$ cat config.mk
export PLATFORM = sky130hd
export DESIGN_NAME = bpu_resolve
export DESIGN_NICKNAME = d
export VERILOG_FILES = /design/src/rtl/bpu_resolve.sv
export SDC_FILE = /design/constraint.sdc
export NUM_CORES = 1
export LEC_CHECK = 0
export ABC_AREA = 0
export BUFFER_PORTS_ARGS = -buffer_cell sky130_fd_sc_hd__buf_2
export CAP_MARGIN = 20
export CORE_MARGIN = 4
export CORE_UTILIZATION = 58
export CTS_BUF_LIST = sky130_fd_sc_hd__clkbuf_8
export CTS_CLUSTER_DIAMETER = 50
export DETAILED_ROUTE_END_ITERATION = 7
export GPL_TIMING_DRIVEN = 0
export PLACE_DENSITY = 0.82
export SYNTH_ARGS = -nofsm -noshare
export SYNTH_HDL_FRONTEND = slang
export SYNTH_SLANG_ARGS = --single-unit
$ cat constraint.sdc
create_clock -name clk -period 6.6 [get_ports clk]
set_input_delay 0.33 -clock clk [delete_from_list [all_inputs] [get_ports clk]]
set_output_delay 0.33 -clock clk [all_outputs]
set_load 0.01 [all_outputs]
$ cat src/rtl/bpu_resolve.sv
// Branch resolution: queues IF predictions, checks them against EX outcomes,
// drives BHT updates, the fetch redirect handshake and prediction statistics.
//
// state | meaning
// IDLE  | normal operation, pops allowed
// REDIR | redirect pending, EX stalled, pushes dropped
module bpu_resolve #(
  parameter int DEPTH = 8,
  parameter int CNT_W = 32
) (
  input  logic             clk,
  input  logic             reset_n,
  input  logic             pred_push,
  input  logic [31:0]      pred_pc,
  input  logic             pred_taken,
  output logic             pred_ready,
  input  logic             ex_valid,
  input  logic             ex_is_branch,
  input  logic [31:0]      ex_pc,
  input  logic             ex_taken,
  input  logic [31:0]      ex_target,
  input  logic [31:0]      ex_fallthrough,
  output logic             ex_stall,
  input  logic             flush,
  output logic             update_en,
  output logic             taken,
  output logic [31:0]      pc_ex,
  output logic             redirect_valid,
  output logic [31:0]      redirect_pc,
  input  logic             redirect_ready,
  output logic             sync_err,
  output logic [CNT_W-1:0] branch_cnt,
  output logic [CNT_W-1:0] mispred_cnt
);
  localparam int AW = $clog2(DEPTH);

  typedef enum logic {IDLE, REDIR} state_t;

  state_t           state_q;
  logic [31:0]      mem_pc_q [DEPTH];
  logic [DEPTH-1:0] mem_t_q;
  logic [AW:0]      wr_q, rd_q;
  logic             update_en_q, taken_q, redirect_valid_q, sync_err_q;
  logic [31:0]      pc_ex_q, redirect_pc_q;
  logic [CNT_W-1:0] branch_cnt_q, mispred_cnt_q;

  logic        empty, full, in_redir, pop, pop_real, push_ok;
  logic        head_t, actual, mis, pc_mis, bad;
  logic [31:0] head_pc;

  always_comb begin
    empty    = (wr_q == rd_q);
    full     = (wr_q[AW] != rd_q[AW]) && (wr_q[AW-1:0] == rd_q[AW-1:0]);
    in_redir = (state_q == REDIR);
    pop      = ex_valid && !in_redir && !flush;
    head_pc  = mem_pc_q[rd_q[AW-1:0]];
    // An empty FIFO has no prediction to offer: treat it as not-taken.
    head_t   = empty ? 1'b0 : mem_t_q[rd_q[AW-1:0]];
    actual   = ex_is_branch && ex_taken;
    mis      = (head_t != actual);
    pc_mis   = empty || (head_pc != ex_pc);
    bad      = pop && (mis || pc_mis);
    pop_real = pop && !empty && !bad;
    push_ok  = pred_push && !in_redir && !flush && !bad && (!full || pop_real);
  end

  always_ff @(posedge clk) begin
    if (push_ok) begin
      mem_pc_q[wr_q[AW-1:0]] <= pred_pc;
      mem_t_q[wr_q[AW-1:0]]  <= pred_taken;
    end
  end

  always_ff @(posedge clk or negedge reset_n) begin
    if (!reset_n) begin
      state_q          <= IDLE;
      wr_q             <= '0;
      rd_q             <= '0;
      update_en_q      <= 1'b0;
      taken_q          <= 1'b0;
      pc_ex_q          <= '0;
      redirect_valid_q <= 1'b0;
      redirect_pc_q    <= '0;
      sync_err_q       <= 1'b0;
      branch_cnt_q     <= '0;
      mispred_cnt_q    <= '0;
    end else begin
      update_en_q <= pop && ex_is_branch;
      if (pop) begin
        taken_q <= ex_taken;
        pc_ex_q <= ex_pc;
        if (ex_is_branch) branch_cnt_q <= branch_cnt_q + CNT_W'(1);
        if (mis || pc_mis) mispred_cnt_q <= mispred_cnt_q + CNT_W'(1);
        if (pc_mis) sync_err_q <= 1'b1;
      end
      if (flush) begin
        state_q          <= IDLE;
        redirect_valid_q <= 1'b0;
        wr_q             <= '0;
        rd_q             <= '0;
      end else begin
        case (state_q)
          IDLE: begin
            if (bad) begin
              state_q          <= REDIR;
              redirect_valid_q <= 1'b1;
              redirect_pc_q    <= actual ? ex_target : ex_fallthrough;
              wr_q             <= '0;
              rd_q             <= '0;
            end else begin
              wr_q <= wr_q + {{AW{1'b0}}, push_ok};
              rd_q <= rd_q + {{AW{1'b0}}, pop_real};
            end
          end
          REDIR: begin
            // Anything that slipped in during the redirect is wrong-path.
            if (redirect_ready) begin
              state_q          <= IDLE;
              redirect_valid_q <= 1'b0;
              wr_q             <= '0;
              rd_q             <= '0;
            end
          end
          default: state_q <= IDLE;
        endcase
      end
    end
  end

  assign pred_ready     = !full;
  assign ex_stall       = in_redir;
  assign update_en      = update_en_q;
  assign taken          = taken_q;
  assign pc_ex          = pc_ex_q;
  assign redirect_valid = redirect_valid_q;
  assign redirect_pc    = redirect_pc_q;
  assign sync_err       = sync_err_q;
  assign branch_cnt     = branch_cnt_q;
  assign mispred_cnt    = mispred_cnt_q;
endmodule
# Yosys cells after proc, flatten, opt, wreduce, memory -nomap -nowiden
# Memory sizes are Yosys's and may differ from the RTL's.
# Cells that the tools add are included.
[totals] register_bits=149 ram_bits=256 input_bits=137 output_inout_bits=134 mem_count=1
[op_classes] addsub=4 magnitude_cmp=3 n_eq_ne=7 muxes=24 bitwise_logic=2 n_reduce_logical=26
[mem_list] memory="mem_pc_q" depth=8 width=32 read_ports=1 rd_ports_with_merged_regs=0 wr=1 line="40" rtl="logic [31:0] mem_pc_q [DEPTH];"
[ops] operator="adder 32 x 1 -> 32 bit, second input constant" count=2
[ops] operator="two-way mux 32 bit" count=1
[ops] operator="!= test 32 bit" count=1
[ops] operator="two-way mux 4 bit" count=5
[ops] operator="case mux 4 bit (2 select lines)" count=2
[ops] operator="logical AND 1 bit" count=13
[ops] operator="two-way mux 1 bit" count=11
[ops] operator="adder 4 x 1 -> 4 bit" count=2
[ops] operator="bitwise mux 8 bit" count=1
[ops] operator="< comparator 3 x 4 -> 1 bit, second input constant" count=2
[ops] operator="AND reduction 2 bit" count=4
[ops] operator="!= test 3 bit, second input constant" count=2
[ops] operator="zero test 1 bit" count=5
[ops] operator="== test 4 bit" count=1
[ops] operator="case mux 1 bit (2 select lines)" count=2
[ops] operator="binary-select mux 1 bit (select 3 bit)" count=1
[ops] operator="demux 1 bit (select 3 bit)" count=1
[ops] operator="== test 3 bit" count=1
[ops] operator="greater-or-equal comparator 3 x 1 -> 1 bit, second input constant" count=1
[ops] operator="logical OR 1 bit" count=3
[ops] operator="AND reduction 3 bit" count=1
[ops] operator="!= test 1 bit" count=2
[ops] operator="NOT 1 bit" count=2

# Longest topological paths before layout
# Gate-level depths: netlist of run 1.
[logic_depth] depth_word=14 depth_mapped=18 ltp_nobuf=14

# Worst setup path before layout of run 1
# OpenSTA, ideal clock, no wires.
[synth_timing] path_kind="register to register" start="reg rd_q[1]" end="mem mem_pc_q[3][0], enable pin" setup_ns=0.464 arrival_time_ns=4.997 t_required_ns=6.136 path_slack_ns=1.138 stages_incl_launch_ff=15 path_buffers=5 cell_sequence="dfrtp_1 -> buf_2 -> buf_4 -> buf_2 -> mux4_2 -> mux2i_1 -> xor2_1 -> nand4_1 -> nor3_2 -> nand4bb_4 -> o21ai_4 -> buf_6 -> buf_6 -> nand2_2 -> nor3_1"
[synth_via] elab_chain_cells=12
[synth_rtl] element="start: declaration" line="42" rtl="logic [AW:0] wr_q, rd_q;"
[synth_rtl] element="start signal: assignment" line="112" rtl="rd_q <= rd_q + {{AW{1'b0}}, pop_real};"
[synth_rtl] element="branches (longest 9 deep; another with memory (8 x 32 bit))"
[synth_rtl] element="logical AND 1 bit *" line="64" rtl="push_ok = pred_push && !in_redir && !flush && !bad && (!full || pop_real);"
[synth_rtl] element="two-way mux 1 bit *" line="68" rtl="if (push_ok) begin"
[synth_rtl] element="two-way mux 1 bit (implied by the code) *" line="69" rtl="mem_pc_q[wr_q[AW-1:0]] <= pred_pc;"
[synth_rtl] element="end: declaration" line="40"
# Every way passes the cells marked *. The select of a mux whose other input is x is not followed.

# Final worst setup path of run 1
[layout_timing] start="reg rd_q[1]" end="mem mem_pc_q[4][20], enable pin"
# The elaborated chain is that of the path after synthesis.

==> metrics.cfg, run 1 <==
[outcome]
status = finished, final reports clean

[drt]
vias = 10500
drt-initial-drc-count = 907
viasPerCell = 5.73
drc_errors = 0
wl_per_cell_um = 23.0
drt_wl_total_um = 42100
first_pass_iters = 5
ant_nets = 0

[worst_hold_path]
hold_path.class = input port to flop

[die]
num_io_pins = 271
die_x_um = 177
design.core.area_mm2 = 0.0280
rows = 61
dieArea_mm2 = 0.0314
start_util = 0.593
die_y_um = 177

[synth]
synth.top_cell.area_share = 0.477
syn_area_per_cell_um2 = 16.3
ys.warnings.count = 0
synth_top_area_cell = edfxtp_1
synth_cell_types = 50
synth_edf_count = 264
synth_ff_type = edfxtp_1
yosysSeqAreaShare = 0.690
ys_seq_elements = 405
syn_inst = 1016
async_reset_ff_frac = 0.348
synthTopCellsByArea = edfxtp_1 48%, dfrtp_1 21%, mux4_2 6.2%
syn_area_mm2 = 0.0166
syn_nets = 1159

[power]
combPwrFrac = 0.094
ir_worst_vdd_v = 0.000230
p_seq_frac = 0.525
p_sw_frac = 0.247
switchingPower_mw = 1.38
p_leak_nw = 8.28
power_per_cell_area_mw_per_mm2 = 274
p_clk_frac = 0.382
p_int_mw = 4.21

[worst_setup_path]
critPathBufInv = 9
cp_cell_sequence = buf_2 > buf_4 > buf_2 > mux4_2 > mux2i_1 > xor2_1 > nand4_1 > nor3_2 > nand4bb_4 > o21ai_4 > buf_6 > buf_6 > nand2_2 > nor3_2 > buf_6 > buf_6 > buf_6 > buf_8
cp-start-kind = flop
worstSetupPathType = flop to flop
crit_slowest_cell = nor3_2
crit_family = buffers and inverters
crit_path_end_kind = flop
slowest_delay_ns = 0.63
cpMostUsedCell = buf_6
required_ns = 6.87
cp_data_arrival_time_ns = 5.55
worst-path-max-fanout = 10

[final_layout]
n_fill_cell = 1746
fin_util = 0.726
final_area_mm2 = 0.0203
area_growth_pct = 22.5
mostFrequentLayoutCells = 284 x buf_2, 264 x edfxtp_1, 141 x dfrtp_1
final_common_cell = buf_2
final_nets = 1545
drive_gt1_frac = 0.355

[sta]
hold_viol_final = 0
rsz0062_at_grt = no
clock.fmax_mhz = 190
slew_headroom = 0.211
period_share = 0.799
fin_ws_ns = 1.33
period_needed_ns = 5.27
setup_viol = 0
worst_pin_slew_ns = 1.18
maxSlewViolCount = 0
skew_ns = 0.0289

[grt]
grt_overflow = 0
groute.usage.overall = 0.269
antenna_found_initial = 4
grt_pass1_vias = 10900
grt_max_degree = 101
grt_pass1_wl_um = 63400

[clock_network]
cts.sinks = 405
post_cts_buffers = 0
clk-insertion-delay-late_ns = 0.58
cts_root_buf = clkbuf_8
numCtsBuffers = 67
holdBufCountCts = 17
clk_pin_slew_ns = 0.06
ctsResizeCount = 0
cts_max_level = 3
cts_tree = done
cts_buffer_depth = 3

[placement]
place_congestion = 0.819
placed_area_mm2 = 0.0189
hpwl_um = 29700
io_buffers = 270
dpl_worst_slack_ns = 1.35

[flow_run]
max_cap_viol_count = 0

Yosys cell counts (6+ instances only):
| cell type | instances |
|---|---|
| a22o_1 | 13 |
| a22oi_1 | 6 |
| and3_1 | 11 |
| buf_2 | 15 |
| buf_4 | 9 |
| clkbuf_1 | 15 |
| dfrtp_1 | 141 |
| edfxtp_1 | 264 |
| ha_1 | 6 |
| inv_1 | 12 |
| mux2_2 | 34 |
| mux2i_1 | 95 |
| mux4_2 | 46 |
| nand2_1 | 63 |
| nand3_1 | 27 |
| nand4_1 | 18 |
| nor2_1 | 20 |
| nor3_1 | 20 |
| nor4_1 | 9 |
| o21ai_0 | 34 |
| xnor2_1 | 45 |
| xor2_1 | 54 |
stage by stage:
| stage | instances | setup TNS [ns] | hold slack (ns) | power [mW] |
|---|---|---|---|---|
| 2_1_floorplan | 1016 | 0 | 0.0344 | 3.20 |
| 3_3_place_gp | 1664 | -421.68 | 0.449 | 3.46 |
| 3_5_place_dp | 1694 | 0 | 0.292 | 3.49 |
| 4_1_cts | 1830 | 0 | 0.000547 | 5.63 |
| 5_1_grt | 1831 | 0 | 0.000795 | 5.82 |
| 6_report | 1831 | 0 | 0.0219 | 5.58 |
registers in the layout (all words and copies together), names as in the netlist:
| signal | cells |
|---|---|
| pc_ex | 32 |
| mispred_cnt | 32 |
| update_en | 1 |
| taken | 1 |
| branch_cnt | 32 |
| redirect_pc | 32 |
| redirect_valid | 1 |
| sync_err | 1 |
| rd_q | 4 |
| mem_t_q | 8 |
| wr_q | 4 |
| ex_stall | 1 |
| mem_pc_q | 256 |
routing by layer:
layer,vias to the layer above,part of all wire,track usage
li1,4638,-,-
met1,5238,0.37,0.340
met2,515,0.50,0.458
met3,95,0.089,0.0630
met4,4,0.034,0.101
met5,-,0.00078,0
worst reg2reg max path, delay by kind of cell, from the launching register on:
family / cells / cell delay, ns
AOI/OAI and AO/OA: 1 / 0.29
and+or+nand+nor: 5 / 1.53
buffers and inverters: 9 / 2.04
xor gates and xnor gates: 1 / 0.17
muxes: 2 / 0.58
DFF: 1 / 0.38
path summary, 6_finish.rpt:
| check | from | endpoint | slack, ns | cells past startpoint |
|---|---|---|---|---|
| worst max register to register | rd_q[1] | mem_pc_q[4][20] | 1.33 | 18 |
| worst min-delay path | pred_pc[21] | mem_pc_q[7][21] | 0.02 | 1 |
| worst min register to register | mispred_cnt[31] | mispred_cnt[31] | 0.47 | 1 |
| max in group asynchronous | reset_n | pc_ex[16] | 5.49 | 3 |
| worst max-delay path | rd_q[1] | mem_pc_q[4][20] | 1.33 | 18 |
| min in group asynchronous | reset_n | pc_ex[13] | 0.25 | 2 |
logic make-up after synthesis:
group,count (synthesis),synth area share
XOR/XNOR,99,0.0522
AO/OA/AOI/OAI,67,0.0267
multiplexers,176,0.143
buffers and inverters,57,0.0174
flip-flops,405,0.690
AND/OR/NAND/NOR,206,0.0662
adder cells (fa/ha/maj),6,0.00452
cell type report:
class | count | area [µm²] | area share
multi-input cells | 554 | 4910 | 0.242
diodes | 1 | 2.50 | 0.000123
well taps | 378 | 473 | 0.0232
plain buffers | 45 | 244 | 0.0120
clock buffers | 76 | 1050 | 0.0514
repair buffers | 317 | 1900 | 0.0936
clock inverters | 43 | 260 | 0.0128
flip-flops and latches | 405 | 11500 | 0.563
inverters | 12 | 45.0 | 0.00221
power by group through the flow:
stage	combinational (mW)	sequential (mW)	clock [mW]
6_report	0.522	2.93	2.13
5_1_grt	0.570	2.94	2.31
4_1_cts	0.528	2.93	2.17
3_5_place_dp	0.517	2.98	0
3_3_place_gp	0.494	2.97	0
2_1_floorplan	0.178	3.02	0
Power figures use the tool's default switching activity.
==> inputs of run 2 (changes only) <==
==> config.mk (replaced) <==
export PLATFORM = sky130hd
export DESIGN_NAME = bpu_resolve
export DESIGN_NICKNAME = d
export VERILOG_FILES = /design/src/rtl/bpu_resolve.sv
export SDC_FILE = /design/constraint.sdc
export NUM_CORES = 1
export LEC_CHECK = 0
export ABC_AREA = 1
export BUFFER_PORTS_ARGS = -buffer_cell sky130_fd_sc_hd__buf_2
export CAP_MARGIN = 20
export CORE_MARGIN = 4
export CORE_UTILIZATION = 54
export CTS_BUF_LIST = sky130_fd_sc_hd__clkbuf_8
export CTS_CLUSTER_DIAMETER = 50
export DETAILED_ROUTE_END_ITERATION = 7
export GPL_TIMING_DRIVEN = 0
export PLACE_DENSITY = 0.79
export SYNTH_ARGS = -nofsm -noshare
export SYNTH_HDL_FRONTEND = slang
export SYNTH_SLANG_ARGS = --single-unit
==> constraint.sdc (replaced) <==
create_clock -name clk -period 4.6 [get_ports clk]
set_input_delay 0.23 -clock clk [delete_from_list [all_inputs] [get_ports clk]]
set_output_delay 0.23 -clock clk [all_outputs]
set_load 0.01 [all_outputs]
==> run 2 against run 1 <==
Wire length is 39% higher. Largest power group unchanged. Critical path depth unchanged. Synthesized cell count rose by 91%. Highest routed layer unchanged. Worst hold slack improved by 0.0096 ns. Via count rose by 55%. Clock-buffer cell count is 2 lower. Final cell count increased by 60%. Non-clock buffer count rose by 129. Global-route usage increased by 3.6 points. Fmax is 17% higher. Sequential power up 42%. Clock power grew 46%.
==> metrics.cfg, run 2 <==
[sta]
period_needed_ns = 4.50  ; -0.775 ns
skew_ns = 0.0434  ; +0.0144 ns
period_share = 0.978  ; +0.179
slew_headroom = 0.393  ; +0.182
setup_viol = 0  ; unchanged
hold_viol_final = 0  ; unchanged
clock.fmax_mhz = 222  ; +17%
worst_pin_slew_ns = 0.910  ; -0.273 ns
fin_ws_ns = 0.102  ; -1.22 ns
maxSlewViolCount = 0  ; unchanged

[drt]
drc_errors = 0  ; unchanged
first_pass_iters = 6  ; +1
drt_wl_total_um = 58500  ; +39%
ant_nets = 0  ; unchanged
drt-initial-drc-count = 1932  ; +110%
wl_per_cell_um = 20.0  ; -13%
viasPerCell = 5.53  ; -3.4%
vias = 16200  ; +55%

[final_layout]
largest_reg_flops = 256  ; unchanged
fin_util = 0.694  ; -0.0322
drive_gt1_frac = 0.201  ; -0.154
final_common_cell = nand2_1
final_area_mm2 = 0.0234  ; +15%
mostFrequentLayoutCells = 684 x nand2_1, 304 x buf_2, 264 x edfxtp_1
final_nets = 2566  ; +66%
area_growth_pct = 26.3

[worst_setup_path]
worst-path-max-fanout = 18  ; +8
crit_slowest_cell = buf_1
slowest_delay_ns = 0.69  ; +0.06 ns
worstSetupPathType = flop to flop
cp_data_arrival_time_ns = 4.80  ; -0.75 ns
cp-start-kind = flop
cpMostUsedCell = nand2_1
cp_cell_sequence = buf_2 > buf_1 > nand3_1 > nand3_1 > nand2_1 > nand2_1 > nand2_1 > inv_1 > nand2_1 > nor2_1 > nand2_1 > nor2_2 > nand4_2 > nand2_4 > buf_6 > o211ai_4 > nor2_4 > buf_16
required_ns = 4.91  ; -1.96 ns
crit_path_end_kind = flop

[clock_network]
cts_max_level = 3  ; unchanged
cts_tree = done
cts.sinks = 405  ; unchanged
cts_root_buf = clkbuf_8
numCtsBuffers = 67  ; unchanged
clk-insertion-delay-late_ns = 0.63  ; +0.05 ns
clk_pin_slew_ns = 0.07  ; about the same
cts_buffer_depth = 3  ; unchanged

[grt]
antenna_found_initial = 5  ; +1
grt_pass1_vias = 16200  ; +49%
grt_max_degree = 87  ; -14%
groute.usage.overall = 0.305  ; +0.0362
grt_pass1_wl_um = 89600  ; +41%
grt_overflow = 0  ; unchanged

[die]
num_io_pins = 271  ; unchanged
die_x_um = 193  ; +9.0%
rows = 67  ; +9.8%
start_util = 0.550  ; -0.0433
dieArea_mm2 = 0.0373  ; +19%
design.core.area_mm2 = 0.0337  ; +20%
die_y_um = 193  ; +9.0%

[synth]
synth_ff_type = edfxtp_1
syn_area_per_cell_um2 = 9.54  ; -42%
synth.top_cell.area_share = 0.428  ; -0.0493
synth_common_cells = 684 x nand2_1, 264 x edfxtp_1, 206 x inv_1
yosysSeqAreaShare = 0.618  ; -0.0713
syn_inst = 1941  ; +91%
synthTopCellsByArea = edfxtp_1 43%, dfrtp_1 19%, nand2_1 14%
synth_edf_count = 264  ; unchanged
syn_nets = 2084  ; +80%
synth_top_area_cell = edfxtp_1
syn_area_mm2 = 0.0185  ; +12%
ys_seq_elements = 405  ; unchanged
ys.warnings.count = 0  ; unchanged
synth_most_common_cell = nand2_1
async_reset_ff_frac = 0.348  ; unchanged
synth_cell_types = 41  ; -18%

[worst_hold_path]
hold_path.class = input port to flop

[power]
power_per_cell_area_mw_per_mm2 = 351  ; +28%
p_leak_nw = 11.1  ; +34%
ir_worst_vdd_v = 0.000278  ; +21%

[flow_run]
max_cap_viol_count = 0  ; unchanged

[placement]
place_congestion = 0.914  ; +12%
dpl_worst_slack_ns = 0.0223  ; -1.33 ns
io_buffers = 270  ; unchanged
hpwl_um = 38100  ; +28%
placed_area_mm2 = 0.0207  ; +9.7%

[outcome]
status = finished, final reports clean

==> run 2: changes by cell type after synthesis, moves of 46 or more <==
cell	before	now
mux2i_1	95	0
nand2_1	63	684
nand3_1	27	174
nor2_1	20	127
inv_1	12	206
mux4_2	46	0
==> run 2: power by group <==
| part | internal [mW] | switching, mW | total, mW | leakage, nW |
|---|---|---|---|---|
| Sequential | 4.05 | 0.119 | 4.17 | 4.20 |
| Clock | 1.62 | 1.50 | 3.12 | 0.759 |
| Combinational | 0.372 | 0.534 | 0.906 | 6.11 |
| Total | 6.04 | 2.16 | 8.20 | 11.1 |
==> run 2: critical path: cells and delay by family, from the launching register on <==
| family | cells | cell delay, ns |
|---|---|---|
| AOI/OAI and AO/OA | 1 | 0.24 |
| DFF | 1 | 0.35 |
| and+or+nand+nor | 12 | 2.21 |
| buffers and inverters | 5 | 1.34 |
==> run 2: stage by stage <==
stage | hold WS (ns) | std cells | TNS (ns) | power (mW)
3_3_place_gp | 0.445 | 2659 | -197.20 | 4.97
2_1_floorplan | -0.0656 | 1941 | 0 | 4.59
6_report | 0.0315 | 2930 | 0 | 8.20
5_1_grt | 0.0219 | 2929 | -0.164 | 8.48
4_1_cts | 0.00214 | 2924 | 0 | 8.17
3_5_place_dp | 0.245 | 2668 | 0 | 5.01
==> run 2: per-layer routing <==
metal,part of all wire,track usage,routed length [µm]
met1,0.36,0.389,20800
met2,0.47,0.494,27600
met3,0.12,0.0689,6920
met4,0.054,0.158,3150
met5,0.00021,0,12
==> run 2: what timing repair did <==
action,in CTS,in global routing
gates resized for setup,0,11
hold buffers,131,0
pin swaps,1,1
hold endpoints to repair,387,0
setup buffers,2,1
setup endpoints to repair,10,181
==> run 2: kinds of logic after synthesis <==
group,after synthesis,share of synthesized area
and+or+nand+nor,1055,0.236
xor gates and xnor gates,67,0.0317
AOI/OAI and AO/OA,84,0.0244
muxes,32,0.0195
adders and majority gates,6,0.00405
DFF,405,0.618
buffers and inverters,292,0.0663
==> run 2: worst paths after layout <==
path | endpoint | start | cells past startpoint | slack, ns
setup / recovery | mem_pc_q[2][0] | rd_q[1] | 18 | 0.10
hold / removal | pc_ex[19] | ex_pc[19] | 3 | 0.03
setup reg to reg | mem_pc_q[2][0] | rd_q[1] | 18 | 0.10
hold reg to reg | sync_err | sync_err | 1 | 0.47
max in group asynchronous | pc_ex[21] | reset_n | 3 | 3.56
min in group asynchronous | pc_ex[24] | reset_n | 2 | 0.16
==> run 2: layout make-up <==
type                            instances  area [µm²]
Timing Repair Buffer                  413        2920
Tap cell                              448         561
Sequential cell                       405       11500
Inverter                              214         813
Clock inverter                         49         304
Clock buffer                           74        1020
Fill cell                            2375       10300
Buffer                                 78         424
Antenna cell                            5        12.5
Multi-Input combinational cell       1244        5880
